`config.mk`:
```
export PLATFORM = sky130hd
export DESIGN_NAME = alu_sequencer_flat
export DESIGN_NICKNAME = d
export VERILOG_FILES = /design/src/rtl/alu_seq_if.sv /design/src/rtl/alu_sequencer.sv /design/src/flat_wrapper.sv
export SDC_FILE = /design/constraint.sdc
export NUM_CORES = 1
export LEC_CHECK = 0
export CORE_UTILIZATION = 44
export CTS_BUF_LIST = sky130_fd_sc_hd__clkbuf_16
export CTS_CLUSTER_SIZE = 12
export DETAILED_ROUTE_END_ITERATION = 6
export PLACE_DENSITY = 0.79
export SLEW_MARGIN = 20
export SYNTH_ARGS = -nofsm -noshare
export SYNTH_HDL_FRONTEND = slang
export SYNTH_SLANG_ARGS = --single-unit
```
`constraint.sdc`:
```
create_clock -name clk -period 1.8 [get_ports clk]
set_clock_uncertainty 0.05 [all_clocks]
set_input_delay 0.18 -clock clk [delete_from_list [all_inputs] [get_ports clk]]
set_output_delay 0.18 -clock clk [all_outputs]
set_load 0.03 [all_outputs]
```
`src/rtl/alu_seq_if.sv`:
```
// Nibble-load, ALU operand/result and result-handshake bundle for alu_sequencer.
interface alu_seq_if;
    logic [3:0]  nib;
    logic        nib_valid;
    logic        nib_ready;
    logic [11:0] a;
    logic [11:0] b;
    logic [2:0]  fun;
    logic [11:0] alu_y;
    logic [11:0] res;
    logic        res_valid;
    logic        res_ready;
    logic        zero;
    logic        neg;

    modport master (
        output nib, nib_valid, alu_y, res_ready,
        input  nib_ready, a, b, fun, res, res_valid, zero, neg
    );

    modport slave (
        input  nib, nib_valid, alu_y, res_ready,
        output nib_ready, a, b, fun, res, res_valid, zero, neg
    );
endinterface

```
`src/rtl/alu_sequencer.sv`:
```
// Loads A, B (three nibbles each) and a function nibble, runs one ALU cycle, holds the result.
// Optional macro ALU_SEQ_FLAGS_EN adds registered zero/neg flags alongside res.
//
// state  | meaning
// LOAD_A | collecting the three nibbles of operand A
// LOAD_B | collecting the three nibbles of operand B
// LOAD_F | waiting for the function nibble
// EXEC   | a/b/fun stable at the ALU for one cycle; result captured at the end
// HOLD   | result presented until the consumer takes it
module alu_sequencer #(
    parameter bit MSB_FIRST = 1'b1
) (
    input  logic clk,
    input  logic reset,
    alu_seq_if.slave bus
);

    typedef enum logic [2:0] {
        LOAD_A = 3'd0,
        LOAD_B = 3'd1,
        LOAD_F = 3'd2,
        EXEC   = 3'd3,
        HOLD   = 3'd4
    } state_t;

    state_t      state_q, state_d;
    logic [1:0]  cnt_q, cnt_d;
    logic [11:0] a_q, a_d;
    logic [11:0] b_q, b_d;
    logic [2:0]  fun_q, fun_d;
    logic [11:0] res_q, res_d;
    logic        res_valid_q, res_valid_d;
    logic        nib_ready_q, nib_ready_d;
    logic        nib_xfer;

    function automatic logic [11:0] load_nib(input logic [11:0] cur,
                                             input logic [1:0]  idx,
                                             input logic [3:0]  n);
        logic [11:0] r;
        r = cur;
        if (MSB_FIRST) begin
            r = {cur[7:0], n};
        end else begin
            case (idx)
                2'd0:    r[3:0]  = n;
                2'd1:    r[7:4]  = n;
                default: r[11:8] = n;
            endcase
        end
        return r;
    endfunction

    assign nib_xfer = bus.nib_valid && nib_ready_q;

    always_comb begin
        state_d     = state_q;
        cnt_d       = cnt_q;
        a_d         = a_q;
        b_d         = b_q;
        fun_d       = fun_q;
        res_d       = res_q;
        res_valid_d = res_valid_q;
        case (state_q)
            LOAD_A: begin
                if (nib_xfer) begin
                    a_d = load_nib(a_q, cnt_q, bus.nib);
                    if (cnt_q == 2'd2) begin
                        cnt_d   = 2'd0;
                        state_d = LOAD_B;
                    end else begin
                        cnt_d = cnt_q + 2'd1;
                    end
                end
            end
            LOAD_B: begin
                if (nib_xfer) begin
                    b_d = load_nib(b_q, cnt_q, bus.nib);
                    if (cnt_q == 2'd2) begin
                        cnt_d   = 2'd0;
                        state_d = LOAD_F;
                    end else begin
                        cnt_d = cnt_q + 2'd1;
                    end
                end
            end
            LOAD_F: begin
                if (nib_xfer) begin
                    fun_d   = bus.nib[2:0];
                    state_d = EXEC;
                end
            end
            EXEC: begin
                res_d       = bus.alu_y;
                res_valid_d = 1'b1;
                state_d     = HOLD;
            end
            HOLD: begin
                if (res_valid_q && bus.res_ready) begin
                    res_valid_d = 1'b0;
                    state_d     = LOAD_A;
                end
            end
            default: begin
                state_d = LOAD_A;
                cnt_d   = 2'd0;
            end
        endcase
        // ready is registered, so it is decoded from the state we are about to enter
        nib_ready_d = (state_d == LOAD_A) || (state_d == LOAD_B) || (state_d == LOAD_F);
    end

`ifdef ALU_SEQ_FLAGS_EN
    logic zero_q, zero_d;
    logic neg_q, neg_d;

    always_comb begin
        zero_d = zero_q;
        neg_d  = neg_q;
        if (state_q == EXEC) begin
            zero_d = (bus.alu_y == 12'd0);
            neg_d  = bus.alu_y[11];
        end
    end

    always_ff @(posedge clk) begin
        if (reset) begin
            zero_q <= 1'b0;
            neg_q  <= 1'b0;
        end else begin
            zero_q <= zero_d;
            neg_q  <= neg_d;
        end
    end

    assign bus.zero = zero_q;
    assign bus.neg  = neg_q;
`else
    assign bus.zero = 1'b0;
    assign bus.neg  = 1'b0;
`endif

    always_ff @(posedge clk) begin
        if (reset) begin
            state_q     <= LOAD_A;
            cnt_q       <= 2'd0;
            a_q         <= 12'd0;
            b_q         <= 12'd0;
            fun_q       <= 3'd0;
            res_q       <= 12'd0;
            res_valid_q <= 1'b0;
            nib_ready_q <= 1'b1;
        end else begin
            state_q     <= state_d;
            cnt_q       <= cnt_d;
            a_q         <= a_d;
            b_q         <= b_d;
            fun_q       <= fun_d;
            res_q       <= res_d;
            res_valid_q <= res_valid_d;
            nib_ready_q <= nib_ready_d;
        end
    end

    assign bus.nib_ready = nib_ready_q;
    assign bus.a         = a_q;
    assign bus.b         = b_q;
    assign bus.fun       = fun_q;
    assign bus.res       = res_q;
    assign bus.res_valid = res_valid_q;

endmodule

```
`src/flat_wrapper.sv`:
```
// flat-port wrapper written by rule: the top's interface ports become plain ports
module alu_sequencer_flat 
#(
    parameter bit MSB_FIRST = 1'b1
)
  (clk, reset, bus_nib, bus_nib_valid, bus_alu_y, bus_res_ready, bus_nib_ready, bus_a, bus_b, bus_fun, bus_res, bus_res_valid, bus_zero, bus_neg);
  alu_seq_if bus_i ();
  input  logic clk;
  input  logic reset;
  input wire logic [$bits(bus_i.nib)-1:0] bus_nib;
  input wire logic [$bits(bus_i.nib_valid)-1:0] bus_nib_valid;
  input wire logic [$bits(bus_i.alu_y)-1:0] bus_alu_y;
  input wire logic [$bits(bus_i.res_ready)-1:0] bus_res_ready;
  output wire logic [$bits(bus_i.nib_ready)-1:0] bus_nib_ready;
  output wire logic [$bits(bus_i.a)-1:0] bus_a;
  output wire logic [$bits(bus_i.b)-1:0] bus_b;
  output wire logic [$bits(bus_i.fun)-1:0] bus_fun;
  output wire logic [$bits(bus_i.res)-1:0] bus_res;
  output wire logic [$bits(bus_i.res_valid)-1:0] bus_res_valid;
  output wire logic [$bits(bus_i.zero)-1:0] bus_zero;
  output wire logic [$bits(bus_i.neg)-1:0] bus_neg;
  assign bus_i.nib = bus_nib;
  assign bus_i.nib_valid = bus_nib_valid;
  assign bus_i.alu_y = bus_alu_y;
  assign bus_i.res_ready = bus_res_ready;
  assign bus_nib_ready = bus_i.nib_ready;
  assign bus_a = bus_i.a;
  assign bus_b = bus_i.b;
  assign bus_fun = bus_i.fun;
  assign bus_res = bus_i.res;
  assign bus_res_valid = bus_i.res_valid;
  assign bus_zero = bus_i.zero;
  assign bus_neg = bus_i.neg;
  alu_sequencer #(.MSB_FIRST(MSB_FIRST)) u_core (.clk(clk), .reset(reset), .bus(bus_i));
endmodule
```
### Word level (Yosys, flattened, before mapping)

Cells that the tools add are included.

| storage, ports and cells | value |
|---|---|
| flip-flop bits (word level) | 46 |
| input port bits | 20 |
| word-level logic and storage cells | 45 |
| output and inout port bits | 43 |

| cells by class | value |
|---|---|
| equal/unequal tests | 9 |
| reductions and logical operators | 14 |
| bitwise operators | 1 |
| $add $sub $neg | 1 |
| multiplexer cells | 12 |

Operators by type and width:

| cell | count |
|---|---|
| $mux W3 | 6 |
| $pmux W3 S5 | 1 |
| $reduce_and A2 Y1 | 5 |
| $eq A3 B2 Y1 const B | 3 |
| $eq A3 B1 Y1 const B | 2 |
| $logic_not A3 Y1 | 2 |
| $mux W2 | 2 |
| $ne A2 B1 Y1 const B | 2 |
| $pmux W2 S2 | 1 |
| $eq A3 B3 Y1 const B | 1 |
| $reduce_or A3 Y1 | 1 |
| $add A2 B1 Y2 const B | 1 |
| $eq A2 B2 Y1 const B | 1 |
| $logic_and A1 B1 Y1 | 2 |
| $logic_or A1 B1 Y1 | 2 |
| $pmux W1 S2 | 1 |
| $reduce_bool A2 Y1 | 1 |
| $reduce_or A2 Y1 | 1 |
| $mux W1 | 1 |
| $not A1 Y1 | 1 |

### Depth between registers and ports, before layout

| depth | value |
|---|---|
| depth after elaboration | 7 |
| gate-level depth with buffers | 5 |
| depth with buffers taken out | 3 |

### Worst setup path after synthesis

OpenSTA, ideal clock, no wires.

| timing path | value |
|---|---|
| path type | flip-flop to flip-flop |
| start | register u_core.nib_ready_q (netlist: u_core.bus.nib_ready) |
| end | register u_core.nib_ready_q (netlist: u_core.bus.nib_ready) |
| required time | 1,634 ps |
| library setup time | 116 ps |
| arrival | 1,460 ps |
| stages on the path, launching flop included | 4 |
| clock period less this slack | 1,626 ps |
| slack | 174 ps |
| buffers on the path | 0 |
| cells stage by stage | dfxtp_1 nand2_1 or4b_1 a31o_2 |

| between the ends | value |
|---|---|
| longest elaborated chain between the ends | 6 |
| elaborated cells between the ends (all ways) | 10 |

Ends and longest elaborated chain:

| element | RTL line | text |
|---|---|---|
| from (decl) | alu_sequencer.sv:33 | `logic nib_ready_q, nib_ready_d;` |
| from (signal assigned) | alu_sequencer.sv:160 | `nib_ready_q <= nib_ready_d;` |
| $logic_and A1 B1 Y1 (*) | alu_sequencer.sv:53 | `assign nib_xfer = bus.nib_valid && nib_ready_q;` |
| $mux W3 (on tied branches) | alu_sequencer.sv:87, alu_sequencer.sv:76, alu_sequencer.sv:65 |  |
| $pmux W3 S5 (*) | alu_sequencer.sv:63 | `case (state_q)` |
| $eq A3 B1 Y1 or $logic_not A3 Y1 (tied branches) | alu_sequencer.sv:109 | `nib_ready_d = (state_d == LOAD_A) \|\| (state_d == LOAD_B) \|\| (state_d == LOAD_F);` |
| $logic_or A1 B1 Y1 | alu_sequencer.sv:109 |  |
| $logic_or A1 B1 Y1 (*) | alu_sequencer.sv:109 |  |

Every way passes the cells marked *; elsewhere a longest branch is shown, timed or not.
A chain may end at the register's enable or synchronous reset.

### Worst setup path after layout

| timing path | value |
|---|---|
| start | register u_core.nib_ready_q (netlist: u_core.bus.nib_ready) |
| end | output port bus_nib_ready |

RTL lines:

| element | RTL line | text |
|---|---|---|
| to (decl) | flat_wrapper.sv:14 | `output wire logic [$bits(bus_i.nib_ready)-1:0] bus_nib_ready;` |

No word-level cell between the ends.

==> impl_summary.txt <==
----------------------------------------------------
[Place]
  DP Cell Count ... 292
  Setup WS pre-CTS ... approximately 0.12 ns
  Number of buffer cells added on primary ports ... 60
  Final weighted congestion of routability-driven global placement ... approximately 0.73
  Post-DP HPWL ... ~2.6 mm
  Placed inst area ... roughly 0.0025 sq mm

[Setup path]
  Number of cells on the critical path ... 1
  Crit path from ... u_core.bus.nib_ready
  Setup slack of the most critical reg-to-reg path ... 0.31 ns
  Critical path endpoint category ... primary output
  Critical Path Source Type ... flip-flop
  Setup CP Type ... flip-flop to primary output
  Critical Path AT ... 1.38 ns
  Crit path to ... bus_nib_ready
  Maximum fanout along the worst path ... 5
  Endpoint required time on the critical path ... 1.57 ns
  Cell family contributing the most delay on the critical path ... buffers and inverters
  Worst reg2reg path depth ... 2
  Endpoint of the most critical register-to-register path ... u_core.bus.a[3]
  Source of the worst register-to-register timing path ... u_core.state_q[0]
  Cell with the largest stage delay on the worst path ... sky130_fd_sc_hd__clkdlybuf4s50_1
  Critical path, cell by cell ... clkdlybuf4s50_1
  Number of buffer and inverter instances along the worst setup path ... 1
  Max stage delay on crit path ... 0.70 ns

[Clock tree]
  Clock tree buffer depth ... 2
  Clock slew at reported path FFs ... 0.06 ns
  Post-cts resize count ... 0
  Count of clock tree sinks ... 46
  CTS tree ... built
  Worst-Skew Late Latency ... 0.28 ns
  Cts hold-fix bufs ... 0
  H-tree level count ... 2
  Clock Root Buffer ... sky130_fd_sc_hd__clkbuf_16
  Cts bufs inserted ... 5
  Post-CTS Setup Inserts ... 0

[GRT]
  Gr ovfl total ... 0
  Number of global-route vias before repair ... between 1000 and 1500
  Wire length of the first global-routing pass ... about 6.3 mm
  Global router's overall resource usage ... 0.1914
  Pin count of the biggest net entering global routing ... 26
  Initial antenna violation count ... 0

[Drt]
  Total via count in the routed design ... roughly 1500
  Routed wire per std cell ... 12.67 um
  Vias per Instance ... 4.977
  ANT nets after route ... 0
  Routed WL ... 3.802 mm
  Count of TritonRoute iterations in the first routing pass ... 4
  DRC violation total after the first TritonRoute iteration ... 83
  Count of unresolved DRC violations after routing ... 0

[Timing]
  RSZ-0062 raised after global routing ... no
  Final number of setup-violating endpoints ... 0
  Tmin final ... 1.613 ns
  Maximum achievable frequency ... 0.6199 GHz
  Post-route clock period utilization ... 0.8962
  Slew at the pin with the worst max-slew slack ... between 0.5 and 0.6 ns
  Hold Violations, Final ... 0
  Least setup slack across all paths after layout ... around 0.19 ns
  Final-layout setup total negative slack ... 0 ns
  Pins over their slew limit ... 0
  Worst slew margin relative to its limit ... 0.6296

[Floorplan]
  Die Outline Area ... about 0.0044 sq mm
  Y dimension of the die ... 66.04 um
  Core Box Area ... 0.003799 sq mm
  Starting density of the core ... 0.4750
  Number of cell rows ... 22
  Horizontal die dimension ... 66.04 um
  I/O pin cnt ... 63

[Synthesis]
  Sequential-to-total area share from yosys stat ... 0.5104
  Gate count of the mapped netlist ... about 190
  Number of warnings printed during yosys synthesis ... 0
  Post-synth cell types ... 31
  Synthesis-stage register bit count ... 46
  EDFF count, synth ... 0
  Most instantiated cells after synthesis ... sky130_fd_sc_hd__nand2_1 (58), sky130_fd_sc_hd__dfxtp_1 (46), sky130_fd_sc_hd__mux2i_1 (27)
  Netlist area before placement ... about 0.0018 sq mm
  Post-synth ARST share ... 0
  Fraction of synthesized cell area taken by the top area cell type ... 0.5104
  Avg Synthesized Cell Area ... ~9.5 sq um
  Most instantiated flip-flop cell in the synthesis netlist ... sky130_fd_sc_hd__dfxtp_1
  Dominant cell by count in the synthesized netlist ... sky130_fd_sc_hd__nand2_1
  Most area-hungry cell type in the Yosys netlist ... sky130_fd_sc_hd__dfxtp_1
  Leading post-synthesis cells by cell area ... sky130_fd_sc_hd__dfxtp_1 (51%), sky130_fd_sc_hd__mux2i_1 (15%), sky130_fd_sc_hd__nand2_1 (12%)

[Power]
  Cell-internal power ... 1.777 mW
  Switching power total ... 0.4699 mW
  Sequential share of power ... 0.466
  Proportion of power drawn by the clock network ... 0.453
  Part of the power in combinational logic ... 0.082
  Leakage power figure ... 0.9796 nW
  Total power ... 2.247 mW
  Switching Fraction ... 0.2091
  IR Drop Worst-Case VDD ... ~0.00065 V
  Power per unit of standard cell area ... 848.4 mW/mm^2

[Cells and area]
  Area Overhead vs Synth ... 46.81%
  Non-filler instance count after layout ... 300
  Final net count ... roughly 270
  Fraction of layout instances using a drive strength above 1 ... 0.07937
  Diodes inserted ... 0
  Design area ... 0.002649 sq mm

[Hold path]
  Class of the most critical hold timing path ... input pin to flip-flop

[Run status]
  Outcome ... finished, final reports clean

[Run]
  Count of max-cap constraint violations ... 0

----------------------------------------------------
-- layout make-up --
class                           instances  area (sq um)
Clock buffer                            5         125.1
Inverter                                3         11.26
Sequential cell                        46         920.9
Multi-Input combinational cell        127         792.0
Fill cell                             301          1150
Tap cell                               48         60.06
Timing Repair Buffer                   68         698.2
Clock inverter                          3         41.29
-- cells in the final DEF (no fill, tap or decap), types with 2 or more instances in the layout --
master	count
sky130_fd_sc_hd__a211oi_1	3
sky130_fd_sc_hd__conb_1	2
sky130_fd_sc_hd__nor2_1	3
sky130_fd_sc_hd__buf_4	5
sky130_fd_sc_hd__inv_1	4
sky130_fd_sc_hd__a21oi_1	14
sky130_fd_sc_hd__clkdlybuf4s50_1	60
sky130_fd_sc_hd__mux2i_1	27
sky130_fd_sc_hd__nand2_1	58
sky130_fd_sc_hd__clkbuf_16	5
sky130_fd_sc_hd__nor2b_1	3
sky130_fd_sc_hd__dfxtp_1	46
sky130_fd_sc_hd__buf_12	3
-- logic make-up after synthesis --
family | share of synthesized area
and+or+nand+nor | 0.1963
DFF | 0.5104
AOI/OAI and AO/OA | 0.08877
buffers and inverters | 0.05270
other | 0.002078
muxes | 0.1498
-- registers in the layout (all words and copies together) (netlist names) --
name,count
u_core.state_q,3
u_core.bus.res_valid,1
u_core.bus.b,12
u_core.cnt_q,2
u_core.bus.a,12
u_core.bus.fun,3
u_core.bus.nib_ready,1
u_core.bus.res,12
-- through the flow --
step,util,hold slack (ns)
2_1_floorplan,-,0.2660
3_3_place_gp,0.6535,0.3917
3_5_place_dp,0.6535,0.3957
4_1_cts,0.6973,0.3895
5_1_grt,0.6973,0.4233
6_report,0.6973,0.3948
-- worst reg2reg max path, delay by kind of cell (launching register included) --
family / cells / cell delay (ns)
DFF: 1 / 0.48
muxes: 1 / 0.17
and+or+nand+nor: 1 / 0.68
-- how the worst min path moves through the flow --
| stage | start | slack [ns] | endpoint | cells after the start |
|---|---|---|---|---|
| 3_5_place_dp | u_core.bus.b[9] | 0.40 | u_core.bus.b[9] | 2 |
| 2_1_floorplan | bus_alu_y[0] | 0.27 | u_core.bus.res[0] | 2 |
| 6_report | bus_alu_y[1] | 0.39 | u_core.bus.res[1] | 3 |
| 3_3_place_gp | u_core.bus.res[4] | 0.39 | u_core.bus.res[4] | 2 |
| 5_1_grt | bus_alu_y[10] | 0.42 | u_core.bus.res[10] | 3 |
| 4_1_cts | bus_alu_y[10] | 0.39 | u_core.bus.res[10] | 3 |
-- power by group through the flow --
stage,Clock (mW),Combinational [mW],Sequential (mW)
6_report,1.02,0.183,1.05
5_1_grt,1.07,0.196,1.05
4_1_cts,1.03,0.185,1.05
3_5_place_dp,0,0.183,1.07
3_3_place_gp,0,0.181,1.07
2_1_floorplan,0,0.0741,1.09
-- layer usage --
layer  routed length (um)  GRT usage  vias up
met1                 1730     0.2350      687
met2                 1811     0.3125       38
met4                   78    0.08777        0
met3                  181    0.04828        9
li1                     -          -      759
met5                    0          0        -
No activity file was read; power rests on OpenSTA's default activity.
